`src/rtl/exc_ctrl.sv`:
```
// exc_ctrl: exception/interrupt sequencer at the MEM/commit stage.
// Detects exceptions, ERET and enabled interrupts on the committing
// instruction, serialises the EPC/Cause/BadVAddr/Status writes through the
// single CP0 write port, then issues a PC redirect. While idle, MTC0 writes
// pass straight through to the CP0 write port.
//
// Ports:
//   clk, rst (sync, active-low)
//   exc_valid, exc_type[6:0], eret, inst_pc, in_delay_slot, data_addr
//   cp0_status, cp0_cause, cp0_epc      live CP0 taps
//   mtc0_en, mtc0_addr, mtc0_data       MTC0 write request
//   cp0_we, cp0_waddr, cp0_wdata        CP0 write port
//   flush, stall, redirect_valid, redirect_pc, busy
module exc_ctrl #(
    parameter logic [31:0] EXC_VECTOR = 32'hBFC00380
) (
    input  logic        clk,
    input  logic        rst,
    input  logic        exc_valid,
    input  logic [6:0]  exc_type,
    input  logic        eret,
    input  logic [31:0] inst_pc,
    input  logic        in_delay_slot,
    input  logic [31:0] data_addr,
    input  logic [31:0] cp0_status,
    input  logic [31:0] cp0_cause,
    input  logic [31:0] cp0_epc,
    input  logic        mtc0_en,
    input  logic [4:0]  mtc0_addr,
    input  logic [31:0] mtc0_data,
    output logic        cp0_we,
    output logic [4:0]  cp0_waddr,
    output logic [31:0] cp0_wdata,
    output logic        flush,
    output logic        stall,
    output logic        redirect_valid,
    output logic [31:0] redirect_pc,
    output logic        busy
);

    typedef enum logic [2:0] {
        IDLE     = 3'd0,
        W_EPC    = 3'd1,
        W_CAUSE  = 3'd2,
        W_BADV   = 3'd3,
        W_STATUS = 3'd4,
        REDIRECT = 3'd5,
        ERET_ST  = 3'd6,
        ERET_RD  = 3'd7
    } state_t;

    state_t      state_r, state_nxt_s;

    logic [4:0]  code_r;
    logic        need_badv_r;
    logic [31:0] badv_r;
    logic [31:0] epc_val_r;
    logic        bd_r;
    logic [31:0] status_r;
    logic [31:0] cause_r;
    logic [31:0] epc_r;
    logic        first_r;

    logic        idle_s;
    logic        int_pend_s;
    logic        trig_s;
    logic        eret_trig_s;
    logic [4:0]  code_s;
    logic        need_badv_s;
    logic [31:0] badv_s;
    logic [31:0] epc_val_s;

    assign idle_s      = (state_r == IDLE);
    assign int_pend_s  = cp0_status[0] & ~cp0_status[1]
                       & (|(cp0_cause[15:8] & cp0_status[15:8]));
    assign trig_s      = idle_s & exc_valid & (int_pend_s | (|exc_type));
    assign eret_trig_s = idle_s & exc_valid & eret & ~trig_s;
    // Wraps modulo 2^32 when inst_pc is zero.
    assign epc_val_s   = in_delay_slot ? (inst_pc - 32'd4) : inst_pc;

    // Priority encoder: exception code and BadVAddr source.
    always_comb begin
        code_s      = 5'h00;
        need_badv_s = 1'b0;
        badv_s      = 32'h0000_0000;
        if (int_pend_s) begin
            code_s = 5'h00;
        end else if (exc_type[0]) begin
            code_s      = 5'h04;
            need_badv_s = 1'b1;
            badv_s      = inst_pc;
        end else if (exc_type[1]) begin
            code_s = 5'h0A;
        end else if (exc_type[2]) begin
            code_s = 5'h0C;
        end else if (exc_type[3]) begin
            code_s = 5'h08;
        end else if (exc_type[4]) begin
            code_s = 5'h09;
        end else if (exc_type[5]) begin
            code_s      = 5'h04;
            need_badv_s = 1'b1;
            badv_s      = data_addr;
        end else if (exc_type[6]) begin
            code_s      = 5'h05;
            need_badv_s = 1'b1;
            badv_s      = data_addr;
        end else begin
            code_s = 5'h00;
        end
    end

    // State register and trigger-time capture of the exception context.
    always_ff @(posedge clk) begin
        if (!rst) begin
            state_r     <= IDLE;
            code_r      <= 5'h00;
            need_badv_r <= 1'b0;
            badv_r      <= 32'h0000_0000;
            epc_val_r   <= 32'h0000_0000;
            bd_r        <= 1'b0;
            status_r    <= 32'h0000_0000;
            cause_r     <= 32'h0000_0000;
            epc_r       <= 32'h0000_0000;
            first_r     <= 1'b0;
        end else begin
            state_r <= state_nxt_s;
            first_r <= trig_s | eret_trig_s;
            if (trig_s | eret_trig_s) begin
                code_r      <= code_s;
                need_badv_r <= need_badv_s;
                badv_r      <= badv_s;
                epc_val_r   <= epc_val_s;
                bd_r        <= in_delay_slot;
                status_r    <= cp0_status;
                cause_r     <= cp0_cause;
                epc_r       <= cp0_epc;
            end else begin
                code_r <= code_r;
            end
        end
    end

    // Next-state logic; EPC write is skipped for nested exceptions (EXL=1).
    always_comb begin
        state_nxt_s = state_r;
        case (state_r)
            IDLE: begin
                if (trig_s) begin
                    state_nxt_s = cp0_status[1] ? W_CAUSE : W_EPC;
                end else if (eret_trig_s) begin
                    state_nxt_s = ERET_ST;
                end else begin
                    state_nxt_s = IDLE;
                end
            end
            W_EPC:    state_nxt_s = W_CAUSE;
            W_CAUSE:  state_nxt_s = need_badv_r ? W_BADV : W_STATUS;
            W_BADV:   state_nxt_s = W_STATUS;
            W_STATUS: state_nxt_s = REDIRECT;
            REDIRECT: state_nxt_s = IDLE;
            ERET_ST:  state_nxt_s = ERET_RD;
            ERET_RD:  state_nxt_s = IDLE;
            default:  state_nxt_s = IDLE;
        endcase
    end

    // Output decode; MTC0 pass-through only in IDLE with no trigger present.
    always_comb begin
        cp0_we         = 1'b0;
        cp0_waddr      = 5'd0;
        cp0_wdata      = 32'h0000_0000;
        redirect_valid = 1'b0;
        redirect_pc    = 32'h0000_0000;
        flush          = first_r;
        stall          = ~idle_s;
        busy           = ~idle_s;
        case (state_r)
            IDLE: begin
                if (rst && mtc0_en && !trig_s && !eret_trig_s) begin
                    cp0_we    = 1'b1;
                    cp0_waddr = mtc0_addr;
                    cp0_wdata = mtc0_data;
                end else begin
                    cp0_we = 1'b0;
                end
            end
            W_EPC: begin
                cp0_we    = 1'b1;
                cp0_waddr = 5'd14;
                cp0_wdata = epc_val_r;
            end
            W_CAUSE: begin
                // A nested exception keeps the original BD bit.
                cp0_we    = 1'b1;
                cp0_waddr = 5'd13;
                cp0_wdata = {(status_r[1] ? cause_r[31] : bd_r),
                             cause_r[30:7], code_r, cause_r[1:0]};
            end
            W_BADV: begin
                cp0_we    = 1'b1;
                cp0_waddr = 5'd8;
                cp0_wdata = badv_r;
            end
            W_STATUS: begin
                cp0_we    = 1'b1;
                cp0_waddr = 5'd12;
                cp0_wdata = status_r | 32'h0000_0002;
            end
            REDIRECT: begin
                redirect_valid = 1'b1;
                redirect_pc    = EXC_VECTOR;
            end
            ERET_ST: begin
                cp0_we    = 1'b1;
                cp0_waddr = 5'd12;
                cp0_wdata = status_r & ~32'h0000_0002;
            end
            ERET_RD: begin
                redirect_valid = 1'b1;
                redirect_pc    = epc_r;
            end
            default: begin
                cp0_we = 1'b0;
            end
        endcase
    end

endmodule

```
`config.mk`:
```
export PLATFORM = sky130hd
export DESIGN_NAME = exc_ctrl
export DESIGN_NICKNAME = d
export VERILOG_FILES = /design/src/rtl/exc_ctrl.sv
export SDC_FILE = /design/constraint.sdc
export NUM_CORES = 1
export LEC_CHECK = 0
export BUFFER_PORTS_ARGS = -buffer_cell sky130_fd_sc_hd__buf_2
export CORE_MARGIN = 2
export CORE_UTILIZATION = 53
export CTS_BUF_LIST = sky130_fd_sc_hd__clkbuf_2 sky130_fd_sc_hd__clkbuf_4 sky130_fd_sc_hd__clkbuf_8
export DETAILED_ROUTE_END_ITERATION = 10
export GPL_TIMING_DRIVEN = 0
export HOLD_SLACK_MARGIN = 0.08
export PLACE_DENSITY = 0.88
export SYNTH_ARGS = -nofsm -noshare
export SYNTH_HDL_FRONTEND = slang
export SYNTH_SLANG_ARGS = --single-unit
```
`constraint.sdc`:
```
create_clock -name clk -period 3.8 [get_ports clk]
set_input_delay 0 -clock clk [delete_from_list [all_inputs] [get_ports clk]]
set_output_delay 0 -clock clk [all_outputs]
set_load 0.05 [all_outputs]
```
==> results.yml <==
status:
  status: "complete, no violations"
worst_setup_path:
  worstPathMaxFanout: 10
  cp_num_buf_inv: 4
  r2r_cells: 8
  cp.arrival_ns: 3.72
  cp-end-kind: "output pin"
  worstSetupPathType: "in -> out"
  crit_family: "compound AO/OA/AOI/OAI gates"
  r2r-end: "epc_val_r[4]$_SDFFE_PN0P_"
  crit_path_cell_trace: "dlygate4sd3_1 -> buf_2 -> a22o_1 -> o41ai_1 -> nand2_1 -> a21oi_1 -> buf_2 -> a21o_1 -> buf_2"
  path_common_cell: "buf_2"
  critical_path.slowest_cell: "o41ai_1"
  crit_start: "cp0_status[14]"
  required_ns: 3.80
  cpPeakStageDelay_ns: 1.04
  r2r_slack_ns: 0.63
  r2r-start: "state_r[0]$_SDFF_PN0_"
  cp-start-kind: "input pin"
floorplan:
  dieArea_um2: 15620
  dieWidth_um: 125.0
  row_count: 44
  start_util_pct: 53.77
  ios: 284
  coreArea_um2: 14420
  die_y_um: 125.0
hold_path:
  hp-class: "in -> reg"
  hold_depth: 5
  hold_path_end: "state_r[2]$_SDFF_PN0_"
  min_from: "exc_type[6]"
final_layout:
  drive_gt1_share_pct: 23.36
  synthToLayoutAreaGrowth_pct: 54.35
  fillers: 829
  multi_input_area_um2: 4048
  layout.area.seq_um2: 3303
  nNetsFinal: 1675
  final_cells: 1662
  final_cell_mix: "buf_2, nand2_1, dlygate4sd3_1, dfxtp_1, a21oi_1"
  final_common_cell: "buf_2"
power:
  ir_drop_mv: 0.3607
  power_density_nw_per_um2: 475.6
  power.total_mw: 5.693
  total_leakage_power_nw: 5.407
global_route:
  grt_max_degree: 17
  track_usage_pct: 45.85
  grt_pass1_vias: 10553
  grt_pass1_wl_mm: 56.37
  antenna_found_initial: 1
  grt_overflow: 0
yosys:
  synth_area_leaders: "dfxtp_1, nand2_1, a22oi_1, a21oi_1, o2bb2ai_1"
  yosysSeqAreaShare_pct: 42.59
  yosys.area.top_type: "dfxtp_1"
  async_flop_share_pct: 0
  synth_top_area_share_pct: 42.59
  syn_area_um2: 7756
  synth_warnings: 0
  syn_area_per_cell_um2: 8.130
  ys_ff_latch: 165
  syn_inst: 954
  synth_nets: 1165
  yosysUniqueCellTypes: 52
  synth-edff-count: 0
  ys.flop_type: "dfxtp_1"
cts:
  path_clk_slew_ns: 0.09
  cts_root_buf: "clkbuf_8"
  cts_tree: "yes"
  clkLatencyLatePin_ns: 0.49
  clock-sinks: 165
  clockBufferDepth: 2
  cts_buffers: 17
  cts.htree.levels: 4
sta:
  setup_viol: 0
  tns_ns: 0
  worst_slew_pin_slew_ns: 1.319
  finalCriticalPeriod_ns: 3.721
  slew_headroom_pct: 11.40
  rsz0062_at_grt: "false"
  finalClockSkew_ns: 0.02182
  fin_crit_sh_pct: 97.93
  hold_viol: 0
  timing.final.ws_setup_ns: 0.07861
  slew_viol_final: 0
  fmax_ghz: 0.2687
place:
  gp_congestion: 0.9904
  dp_hpwl_mm: 20.97
  dp.cells: 1414
  place_ws_ns: 0.9737
  port_buffers: 276
route:
  initialDrtViolationCount: 1653
  viasPerCell: 6.374
  drtPass1Iterations: 8
  vias: 10594
  ant_nets: 0
  drc: 0
  post_drt_wl_per_cell_um: 22.38
  wl_mm: 37.19
flow_run:
  drv_cap: 0
worst max-delay path by stage:
stage	endpoint	slack, ns	depth (start not counted)
5_1_grt	cp0_wdata[10]	0.1	9
3_3_place_gp	cp0_wdata[10]	0.95	8
3_5_place_dp	cp0_wdata[10]	0.97	8
2_1_floorplan	cp0_wdata[0]	1.77	7
6_report	cp0_wdata[10]	0.08	9
4_1_cts	cp0_wdata[10]	0.40	9
flip-flops by register name, indices dropped and copies added (netlist names), 3 cells and up:
name	flops
badv_r	32
epc_r	32
epc_val_r	32
status_r	32
cause_r	27
code_r	4
state_r	3
per-stage QoR:
stage / instance area, um2 / hold slack [ns] / util (%)
floorplan: 7756 / 0.1255 / -
detailed placement: 9368 / 0.2449 / 64.95
global placement: 9368 / 0.2424 / 64.95
CTS: 11970 / 0.1112 / 82.98
finish: 11970 / 0.1340 / 83.00
global route: 11970 / 0.1804 / 83.00
cell usage after synthesis (2+ instances only):
| cell | count |
|---|---|
| clkbuf_1 | 52 |
| nor4_1 | 9 |
| buf_6 | 6 |
| a21oi_1 | 104 |
| buf_2 | 18 |
| nor2_1 | 31 |
| nor2b_1 | 2 |
| a21o_1 | 30 |
| a211oi_1 | 8 |
| xnor2_1 | 13 |
| nor3_1 | 14 |
| nor4b_1 | 2 |
| or3_1 | 4 |
| xor2_1 | 14 |
| a31o_2 | 2 |
| inv_1 | 7 |
| or4_1 | 6 |
| dfxtp_1 | 165 |
| a221o_1 | 2 |
| or2_2 | 2 |
| o2bb2ai_1 | 38 |
| a22o_1 | 22 |
| a22oi_1 | 92 |
| nand2_1 | 231 |
| o21ai_0 | 7 |
| o21a_1 | 14 |
| nor3b_1 | 2 |
| nand3_1 | 3 |
| buf_1 | 3 |
| nand3b_1 | 2 |
| and3_1 | 22 |
| a31oi_1 | 2 |
| mux2_2 | 2 |
| nand4_1 | 5 |
power by group:
part / total, mW / internal (mW) / leakage (nW) / switching, mW
Combinational: 2.09 / 0.696 / 3.83 / 1.40
Sequential: 2.12 / 1.97 / 1.35 / 0.153
Clock: 1.48 / 0.735 / 0.222 / 0.747
Total: 5.69 / 3.40 / 5.41 / 2.30
what timing repair did:
item                      in CTS  in global routing
resized for setup              0                  0
hold endpoints to repair     163                  0
hold buffers                 215                  0
setup buffers                  0                  0
metal layers:
metal	part of all wire [%]	vias to the layer above	track usage, %
met5	0	-	0
met4	8.1	0	30.39
met3	13	306	13.99
met2	45	1012	74.07
met1	34	4829	52.51
li1	-	4447	-
tightest hold or removal path, stage by stage:
cell and delay (ns):
buf_2 0.11, or2_2 0.14, nor4_1 0.06, a31oi_1 0.19
nor2_1 0.06
cells by family after synthesis:
family                     synth area share, %
AOI/OAI and AO/OA                        29.26
xor gates and xnor gates                 3.049
buffers and inverters                    5.227
and+or+nand+nor                          19.29
DFF                                      42.59
adders and majority gates               0.1613
muxes                                   0.4194
cell type report:
cell class                 count  share of cell area [%]
tap                          184                   1.923
sequential                   165                   27.59
clock inverter                15                   1.798
buffer                        80                   3.104
clock buffer                  17                   1.954
antenna                        1                 0.02090
inverter                       9                  0.2822
timing repair buffer         491                   29.52
multi-input combinational    700                   33.81
Note: power is estimated with default switching activity, not from simulation.
